[config.mk]
export PLATFORM = sky130hd
export DESIGN_NAME = grf_write_arbiter
export DESIGN_NICKNAME = d
export VERILOG_FILES = /design/src/rtl/grf_write_arbiter.sv
export SDC_FILE = /design/constraint.sdc
export NUM_CORES = 1
export LEC_CHECK = 0
export ABC_AREA = 0
export CORE_AREA = 3 3 101 103
export DETAILED_ROUTE_END_ITERATION = 8
export DIE_AREA = 0 0 104 106
export MAX_ROUTING_LAYER = met4
export PLACE_DENSITY = 0.85
export SLEW_MARGIN = 20
export SYNTH_ARGS = -nofsm -noshare
export SYNTH_HDL_FRONTEND = slang
export SYNTH_SLANG_ARGS = --single-unit
[constraint.sdc]
create_clock -name clk -period 2.9 [get_ports clk]
set_input_delay 0.725 -clock clk [delete_from_list [all_inputs] [get_ports clk]]
set_output_delay 0.725 -clock clk [all_outputs]
set_load 0.02 [all_outputs]
[src/rtl/grf_write_arbiter.sv]
// Two-source arbiter for the single GRF write port: port 0 has fixed priority, and a wait counter bounds port 1 starvation.
// The winning write is registered and appears on grf_* one cycle after the transfer.
module grf_write_arbiter #(
  parameter int unsigned MAX_WAIT = 4
) (
  input  logic        clk,
  input  logic        reset,
  input  logic        p0_valid,
  output logic        p0_ready,
  input  logic [4:0]  p0_addr,
  input  logic [31:0] p0_data,
  input  logic [31:0] p0_pc,
  input  logic        p1_valid,
  output logic        p1_ready,
  input  logic [4:0]  p1_addr,
  input  logic [31:0] p1_data,
  input  logic [31:0] p1_pc,
  output logic        grf_we,
  output logic [4:0]  grf_a3,
  output logic [31:0] grf_wd,
  output logic [31:0] grf_pc,
  output logic        force_active
);

  localparam int unsigned CW = $clog2(MAX_WAIT + 1);

  typedef enum logic {
    NORMAL = 1'b0,
    FORCE  = 1'b1
  } state_e;

  state_e        state_q, state_d;
  logic [CW-1:0] cnt_q, cnt_d;

  logic        grf_we_q;
  logic [4:0]  grf_a3_q;
  logic [31:0] grf_wd_q;
  logic [31:0] grf_pc_q;

  logic p0_real, p1_real, grant0, grant1;

  // Writes to r0 are accepted and discarded, so they never compete.
  assign p0_real = p0_valid & (p0_addr != 5'd0);
  assign p1_real = p1_valid & (p1_addr != 5'd0);

  assign p0_ready = (state_q == NORMAL) | (p0_addr == 5'd0);
  assign p1_ready = (p1_addr == 5'd0) | (state_q == FORCE) | ~p0_real;

  assign grant0 = p0_real & (state_q == NORMAL);
  assign grant1 = p1_real & p1_ready;

  assign force_active = (state_q == FORCE);

  always_comb begin
    state_d = state_q;
    cnt_d   = cnt_q;
    if (state_q == FORCE) begin
      state_d = NORMAL;
      cnt_d   = '0;
    end else if (p1_real && !grant1) begin
      cnt_d = cnt_q + CW'(1);
      if (cnt_d == CW'(MAX_WAIT)) begin
        state_d = FORCE;
      end
    end else begin
      cnt_d = '0;
    end
  end

  always_ff @(posedge clk or negedge reset) begin
    if (!reset) begin
      state_q <= NORMAL;
      cnt_q   <= '0;
    end else begin
      state_q <= state_d;
      cnt_q   <= cnt_d;
    end
  end

  // Payload holds when idle; only the write enable drops.
  always_ff @(posedge clk or negedge reset) begin
    if (!reset) begin
      grf_we_q <= 1'b0;
      grf_a3_q <= '0;
      grf_wd_q <= '0;
      grf_pc_q <= '0;
    end else begin
      grf_we_q <= grant0 | grant1;
      if (grant0) begin
        grf_a3_q <= p0_addr;
        grf_wd_q <= p0_data;
        grf_pc_q <= p0_pc;
      end else if (grant1) begin
        grf_a3_q <= p1_addr;
        grf_wd_q <= p1_data;
        grf_pc_q <= p1_pc;
      end
    end
  end

  assign grf_we = grf_we_q;
  assign grf_a3 = grf_a3_q;
  assign grf_wd = grf_wd_q;
  assign grf_pc = grf_pc_q;

endmodule

==> Yosys cells after proc, flatten, opt, wreduce, memory -nomap -nowiden <==
Index checks and enable logic that the tools add are counted.
{ "word_totals": {"ff_bits": 74, "latch_bits": 0, "ram_bits": 0, "mem_bits_ro": 0, "inputBits": 142, "word_cells": 36, "mem_count": 0} }
{ "classes": {"add_sub_neg": 1, "mul": 0, "div_mod_pow": 0, "order_cmp": 0, "n_eq_ne": 1, "shift": 0, "muxes": 11, "bitwise_logic": 10, "reduce_logical": 7} }
{ "op_table": {"columns": ["operator", "count"], "rows": [
  ["$mux 32", 4],
  ["$logic_not 5->1", 2],
  ["$mux 5", 2],
  ["$reduce_bool 5->1", 2],
  ["$mux 3", 2],
  ["$and 1x1->1", 4],
  ["$or 1x1->1", 4],
  ["$add 3x1->3 const B", 1],
  ["$eq 3x3->1 const B", 1],
  ["$mux 1", 3],
  ["$not 1->1", 2],
  ["$reduce_bool 2->1", 1],
  ["$logic_and 1x1->1", 1],
  ["$logic_not 1->1", 1]
]} }

==> Longest topological paths before layout <==
Gate-level depths: netlist of the first run.
{ "depth": {"ltp_word": 9, "ltp_mapped": 6} }

==> Worst setup path after synthesis of the first run <==
OpenSTA, ideal clock, no wires.
{ "synth_timing": {"path_kind": "input to output", "from": "input p0_addr[1]", "to": "output p1_ready", "arrival_ns": 1.598, "required_ns": 2.175, "path_slack_ns": 0.577, "path_stages": 4, "n_path_buf": 1, "cell_sequence": "nor2_1 a211oi_4 buf_6 nand2_1"} }
{ "synth_via": {"elab_chain_cells": 4} }
{ "synth_rtl": {"columns": ["element", "line_no", "source"], "rows": [
  ["start, declared", "10", "input logic [4:0] p0_addr,"],
  ["$reduce_bool 5->1", "43", "assign p0_real = p0_valid & (p0_addr != 5'd0);"],
  ["$and 1x1->1", "43", null],
  ["$not 1->1", "47", "assign p1_ready = (p1_addr == 5'd0) | (state_q == FORCE) | ~p0_real;"],
  ["$or 1x1->1", "47", null],
  ["end, declared", "14", "output logic p1_ready,"]
]} }
Every way passes these cells.

==> Worst setup path after layout of the first run <==
{ "layout_timing": {"from": "input p0_addr[3]", "to": "output p0_ready"} }
{ "layout_via": {"elab_chain_cells": 2} }
{ "layout_rtl": {"columns": ["element", "line_no", "source"], "rows": [
  ["$logic_not 5->1", "46", "assign p0_ready = (state_q == NORMAL) | (p0_addr == 5'd0);"],
  ["$or 1x1->1", "46", null],
  ["end, declared", "9", "output logic p0_ready,"]
]} }
Every way passes these cells.

==> results of run 1 <==
-- report_power, final --
group | internal [mW] | leakage, nW | total, mW | switching (mW)
logic | 0.469 | 1.54 | 0.913 | 0.444
clock network | 0.506 | 0.109 | 0.878 | 0.373
registers | 1.13 | 0.854 | 1.19 | 0.0563
-- Yosys cell counts --
cell / n / area share, %
a21oi_1: 18 / 2.3
buf_8: 1 / 0.38
dfrtp_1: 74 / 47
a21bo_1: 1 / 0.25
clkbuf_8: 1 / 0.35
bufbuf_8: 1 / 0.48
a211o_1: 1 / 0.22
buf_4: 1 / 0.19
a21oi_2: 110 / 24
a211oi_4: 1 / 0.51
ha_1: 2 / 0.64
a221oi_2: 3 / 1.1
a221oi_1: 2 / 0.44
buf_2: 13 / 1.7
buf_6: 9 / 2.6
and3_1: 2 / 0.32
nor2_1: 76 / 7.2
a21boi_2: 1 / 0.29
inv_1: 2 / 0.19
nand2_1: 69 / 6.6
nor3_2: 2 / 0.51
nor3_1: 2 / 0.25
buf_12: 4 / 2.0
-- layout make-up --
cell class                      instances  area share [%]
Clock buffer                           11            2.24
Clock inverter                          5            1.23
Inverter                                2           0.119
Multi-Input combinational cell        290            28.3
Sequential cell                        74            29.3
Tap cell                              129            2.55
Timing Repair Buffer                  228            36.2
-- registers in the layout (all words and copies together) (netlist names) --
register	flops
grf_pc	32
grf_wd	32
grf_a3	5
cnt_q	3
force_active	1
grf_we	1
-- per-stage QoR --
| step | utilization [%] | hold WS (ns) | instances | power, mW | TNS, ns |
|---|---|---|---|---|---|
| 3_3_place_gp | 65.7 | 0.431 | 723 | 2.10 | -0.263 |
| 6_report | 68.1 | 0.445 | 739 | 2.98 | 0 |
| 5_1_grt | 68.1 | 0.480 | 739 | 3.12 | 0 |
| 2_1_floorplan | - | 0.419 | 396 | 1.64 | 0 |
| 4_1_cts | 68.1 | 0.451 | 739 | 3.02 | 0 |
| 3_5_place_dp | 65.7 | 0.441 | 723 | 2.13 | -0.308 |
-- worst paths after layout --
kind                            slack, ns          from    endpoint
worst max-delay path                 0.14    p0_addr[3]    p0_ready
worst min-delay path                 0.44      cnt_q[0]    cnt_q[0]
worst max register to register       0.94  force_active  grf_wd[21]
worst min register to register       0.44      cnt_q[0]    cnt_q[0]
max in group asynchronous            1.75         reset   grf_a3[2]
min in group asynchronous            0.51         reset  grf_wd[12]
-- logic make-up (layout without fill, tap and decap cells) --
kind of cell | Yosys count | in the layout | share of synthesized area (%)
simple gates | 151 | 151 | 14.9
compound gates | 137 | 137 | 29.6
flops | 74 | 74 | 47.0
buf+inv | 32 | 246 | 7.85
fa+ha+maj | 2 | 2 | 0.635
-- per-layer routing --
metal	wire length (um)	vias to the layer above	GRT usage [%]
li1	-	1739	-
met5	0	-	-
met4	254	0	6.93
met3	791	23	5.10
met2	6460	143	39.3
met1	4900	1762	26.7
==> impl_results.md, run 1 <==
- Sequential fraction of the synthesis area: 47.0%
- GRT overflow: 0
- Area occupied by multi-input gates: 1790 um2
- Slew Viols, Final: 0
- Crit. End Element: primary output
- CTS clk-pin slew, worst paths: 0.07 ns
- Row count: 35
- WL/cell: 16.8 um
- CP max FO: 3
- Crit-path most repeated cell: nand2_1
- Worst Path Required: 2.17 ns
- Htree depth: 3
- Most frequent cells in the layout: clkdlybuf4s50_1, a21oi_2, nor2_1
- Synth warn: 0
- Area grow syn2layout: 60.6%
- Endpoints failing hold: 0
- Chip width: 104 um
- CP peak stage delay: 0.47 ns
- Number of cells on the critical path: 5
- Synthesized instance count: 396
- Slew headroom: 25.8%
- Routed WL: 12400 um
- Final instance area: 6320 um2
- Initial Util: 42.4%
- Mapped cell area: 3940 um2
- Post-CTS Resized: 3
- Drc violations: 0
- CP startpoint kind: input pin
- Cell Pwr Density: 471 nW/um2
- Syn_area_per_cell: 9.95 um2
- Post-DP HPWL: 9230 um
- Max-Cap Viols: 0
- Clk_skew: 0.0131 ns
- Status: complete, no violations
- First-pass GRT wire length: 19700 um
- Max clock buf depth: 2
- HP Class: reg2reg
- Synth Register Bits: 74
- I/O pin cnt: 215
- Peak Freq: 0.362 GHz
- Vias per inst: 4.96
- Die area: 11000 um2
- Final setup fails: 0
- Post-DP Area: 6100 um2
- Fillers: 748
- Cts bufs inserted: 9
- Vias: 3667
- Setup repair bufs after CTS: 0
- Synth cell types: 23
- Pleak: 2.50 nW
- Initial antenna violation count: 0
- Crit path cell chain: clkdlybuf4s50_1, nor3_4, nand2_1, nand2_1, dlygate4sd2_1
- Core area: 9280 um2
- TritonCTS clock tree: built
- Slowest CP cell: clkdlybuf4s50_1
- Antenna cells: 0
- Worst path top cell family by delay: buffers and inverters
- RSZ-0062 raised after global routing: false
- Gpl congestion: 0.781
- Fin crit period: 2.76 ns
- Die Y: 106 um
- Commonest non-fill, non-tap cell in the layout: clkdlybuf4s50_1
- Clk_lat worst skew: 0.34 ns
- Worst slack at placement: -0.172 ns
- Register area: 1850 um2
- Setup CP Type: in2out
- Pre-antenna DRT Iters: 4
- IO buf count: 214
- Layout cells sized above 1: 24.4%
- Nets@finish: 749
- Vias in the first global route: 3785
- Buffer and inverter count on the worst path: 2
- Detailed Route Iter0 Violations: 99
- Hold buffer count at cts: 0
- Max VDD drop: 211 uV
- Arr. time, crit path: 2.04 ns
- Syn_nets: 540
- Worst-margin pin slew: 1.11 ns
- Clk sinks: 74
- Largest net degree at the start of global routing: 75
- Final Cycle Share: 95.2%
- Hold Crit Depth: 1
- Final setup margin: 0.139 ns
- Clk root buf: clkbuf_8
- Reg2reg path depth: 4
- Gr usage total: 22.8%
- Antenna-violating nets left: 0
(Power assumes the default switching activity.)
==> run 2, diff against run 1 <==
--- a/config.mk
+++ b/config.mk
@@ -6,11 +6,13 @@
 export NUM_CORES = 1
 export LEC_CHECK = 0
 export ABC_AREA = 0
-export CORE_AREA = 3 3 101 103
+export CAP_MARGIN = 20
+export CORE_AREA = 3 3 100 102
+export CTS_BUF_LIST = sky130_fd_sc_hd__clkbuf_8
 export DETAILED_ROUTE_END_ITERATION = 8
-export DIE_AREA = 0 0 104 106
+export DIE_AREA = 0 0 103 105
 export MAX_ROUTING_LAYER = met4
-export PLACE_DENSITY = 0.85
+export PLACE_DENSITY = 0.86
 export SLEW_MARGIN = 20
 export SYNTH_ARGS = -nofsm -noshare
 export SYNTH_HDL_FRONTEND = slang
==> impl_results.md, run 2 (synthesized netlist as in run 1, its figures left out) <==
- Endpoints failing hold: 0 (unchanged)
- CP startpoint kind: input pin
- Final setup margin: 0.127 ns (-0.0120 ns)
- Final setup fails: 0 (unchanged)
- Min Hold Slack: 0.457 ns (+0.0118 ns)
- Initial Util: 42.8% (+0.40 points)
- Gpl congestion: 0.779 (-0.29%)
- Setup repair bufs after CTS: 0 (unchanged)
- Cts bufs inserted: 9 (unchanged)
- Slew Viols, Final: 0 (unchanged)
- I/O pin cnt: 215 (unchanged)
- Drc violations: 0 (unchanged)
- Pre-antenna DRT Iters: 5 (+1)
- Max VDD drop: 236 uV (+12%)
- Peak Freq: 0.361 GHz (-0.43%)
- Arr. time, crit path: 2.05 ns (about the same)
- Slew headroom: 22.8% (-3.0 points)
- Worst Setup SP: p0_addr[1]
- Antenna-violating nets left: 0 (unchanged)
- Vias in the first global route: 3788 (+0.079%)
- Post-DP HPWL: 8810 um (-4.5%)
- Detailed Route Iter0 Violations: 108 (+9.1%)
- Layout cells sized above 1: 25.0% (+0.53 points)
- Core area: 9200 um2 (-0.94%)
- Area occupied by multi-input gates: 1790 um2 (unchanged)
- Fin crit period: 2.77 ns (+0.0120 ns)
- Initial antenna violation count: 0 (unchanged)
- Htree depth: 3 (unchanged)
- Die area: 10800 um2 (-1.9%)
- TritonCTS clock tree: built
- Clk sinks: 74 (unchanged)
- CTS clk-pin slew, worst paths: 0.08 ns (about the same)
- Vias: 3636 (-0.85%)
- Worst slack at placement: -0.143 ns (+0.0292 ns)
- Largest net degree at the start of global routing: 75 (unchanged)
- Vias per inst: 5.02 (+1.2%)
- Row count: 35 (unchanged)
- Area grow syn2layout: 60.5% (about the same)
- Crit. End Element: primary output
- CP peak stage delay: 0.48 ns (about the same)
- Final non-filler cell total: 724 (-2.0%)
- Most frequent cells in the layout: clkdlybuf4s50_1, a21oi_2, nor2_1
- Clk_lat worst skew: 0.34 ns (about the same)
- Worst Path Required: 2.17 ns (about the same)
- Buffer and inverter count on the worst path: 3 (+1)
- HP Class: reg2reg
- Max-Cap Viols: 0 (unchanged)
- Pwr Total: 3.09 mW (+3.8%)
- Nets@finish: 752 (+0.40%)
- Cell Pwr Density: 489 nW/um2 (+3.9%)
- Crit Reg-Reg Startpoint: force_active
- Chip width: 103 um (-0.96%)
- IO buf count: 214 (unchanged)
- Status: complete, no violations
- First-pass GRT wire length: 18800 um (-4.7%)
- Hold Startpoint: cnt_q[0]
- Die Y: 105 um (-0.94%)
- GRT overflow: 0 (unchanged)
- Crit path cell chain: clkdlybuf4s50_1, nor2_1, buf_4, a211oi_4, nand2_1, dlygate4sd2_1
- Post-CTS Resized: 3 (unchanged)
- Gr usage total: 22.6% (-0.17 points)
- Routed WL: 12100 um (-2.7%)
- Setup CP Type: in2out
- Hold buffer count at cts: 0 (unchanged)
- Slowest CP cell: clkdlybuf4s50_1
- Max clock buf depth: 2 (unchanged)
- Commonest non-fill, non-tap cell in the layout: clkdlybuf4s50_1
- Clk root buf: clkbuf_8
- Worst-margin pin slew: 1.16 ns (+0.0450 ns)
- Worst path top cell family by delay: buffers and inverters
- Antenna cells: 0 (unchanged)
- Final instance area: 6320 um2 (about the same)
- Register area: 1850 um2 (unchanged)
- Post-DP Area: 6060 um2 (-0.62%)
- RSZ-0062 raised after global routing: false
- WL/cell: 16.7 um (-0.73%)
- Pleak: 2.52 nW (+0.83%)
- CP max FO: 3 (unchanged)
- Final Cycle Share: 95.6% (+0.41 points)
- Post-Place Cells: 708 (-2.1%)
- Fillers: 710 (-5.1%)
- Clk_skew: 0.00268 ns (-0.0105 ns)
## run 2: changes by cell type in the layout (fill, tap and decap cells not counted), sizes merged
cell and delta:
bufinv +1, clkinvlp -1, buf +3
## run 2: power by group
part,internal [mW],switching (mW),total (mW)
Combinational,0.465,0.443,0.908
Sequential,1.13,0.0552,1.19
Clock,0.616,0.382,0.998
## run 2: per-layer routing
metal / wire length [um] / vias to the layer above / global-route usage [%] / share of wire [%]
met5: 0 / - / - / 0
met4: 288 / 0 / 7.96 / 2.4
met3: 881 / 27 / 3.81 / 7.3
met2: 6000 / 155 / 37.4 / 50
met1: 4890 / 1706 / 27.6 / 41
li1: - / 1748 / - / -
## run 2: final cells by class
type	count	share of cell area, %
clock buffer	11	2.40
timing repair buffer	231	36.0
sequential	74	29.3
inverter	2	0.119
multi-input combinational	290	28.4
clock inverter	5	1.58
tap	111	2.20
## run 2: final timing paths
check,endpoint,slack [ns],cells after the start
worst min-delay path,cnt_q[0],0.46,1
worst max register to register,grf_wd[21],0.85,4
max in group asynchronous,grf_pc[17],1.76,1
min in group asynchronous,grf_wd[12],0.53,1
worst min register to register,cnt_q[0],0.46,1
worst max-delay path,p1_ready,0.13,6
## run 2: per-stage QoR
stage	setup TNS, ns	util [%]
after floorplan	0	-
after global placement	-0.178	65.9
after detailed placement	-0.458	65.9
after CTS	0	68.7
after global routing	0	68.7
final	0	68.7
## run 2: worst register-to-register path, stage by stage, from the launching register on
cell and delay (ns):
dfrtp_1 0.47, a211oi_4 0.23, buf_4 0.88, a21oi_1 0.18
a21oi_1 0.22
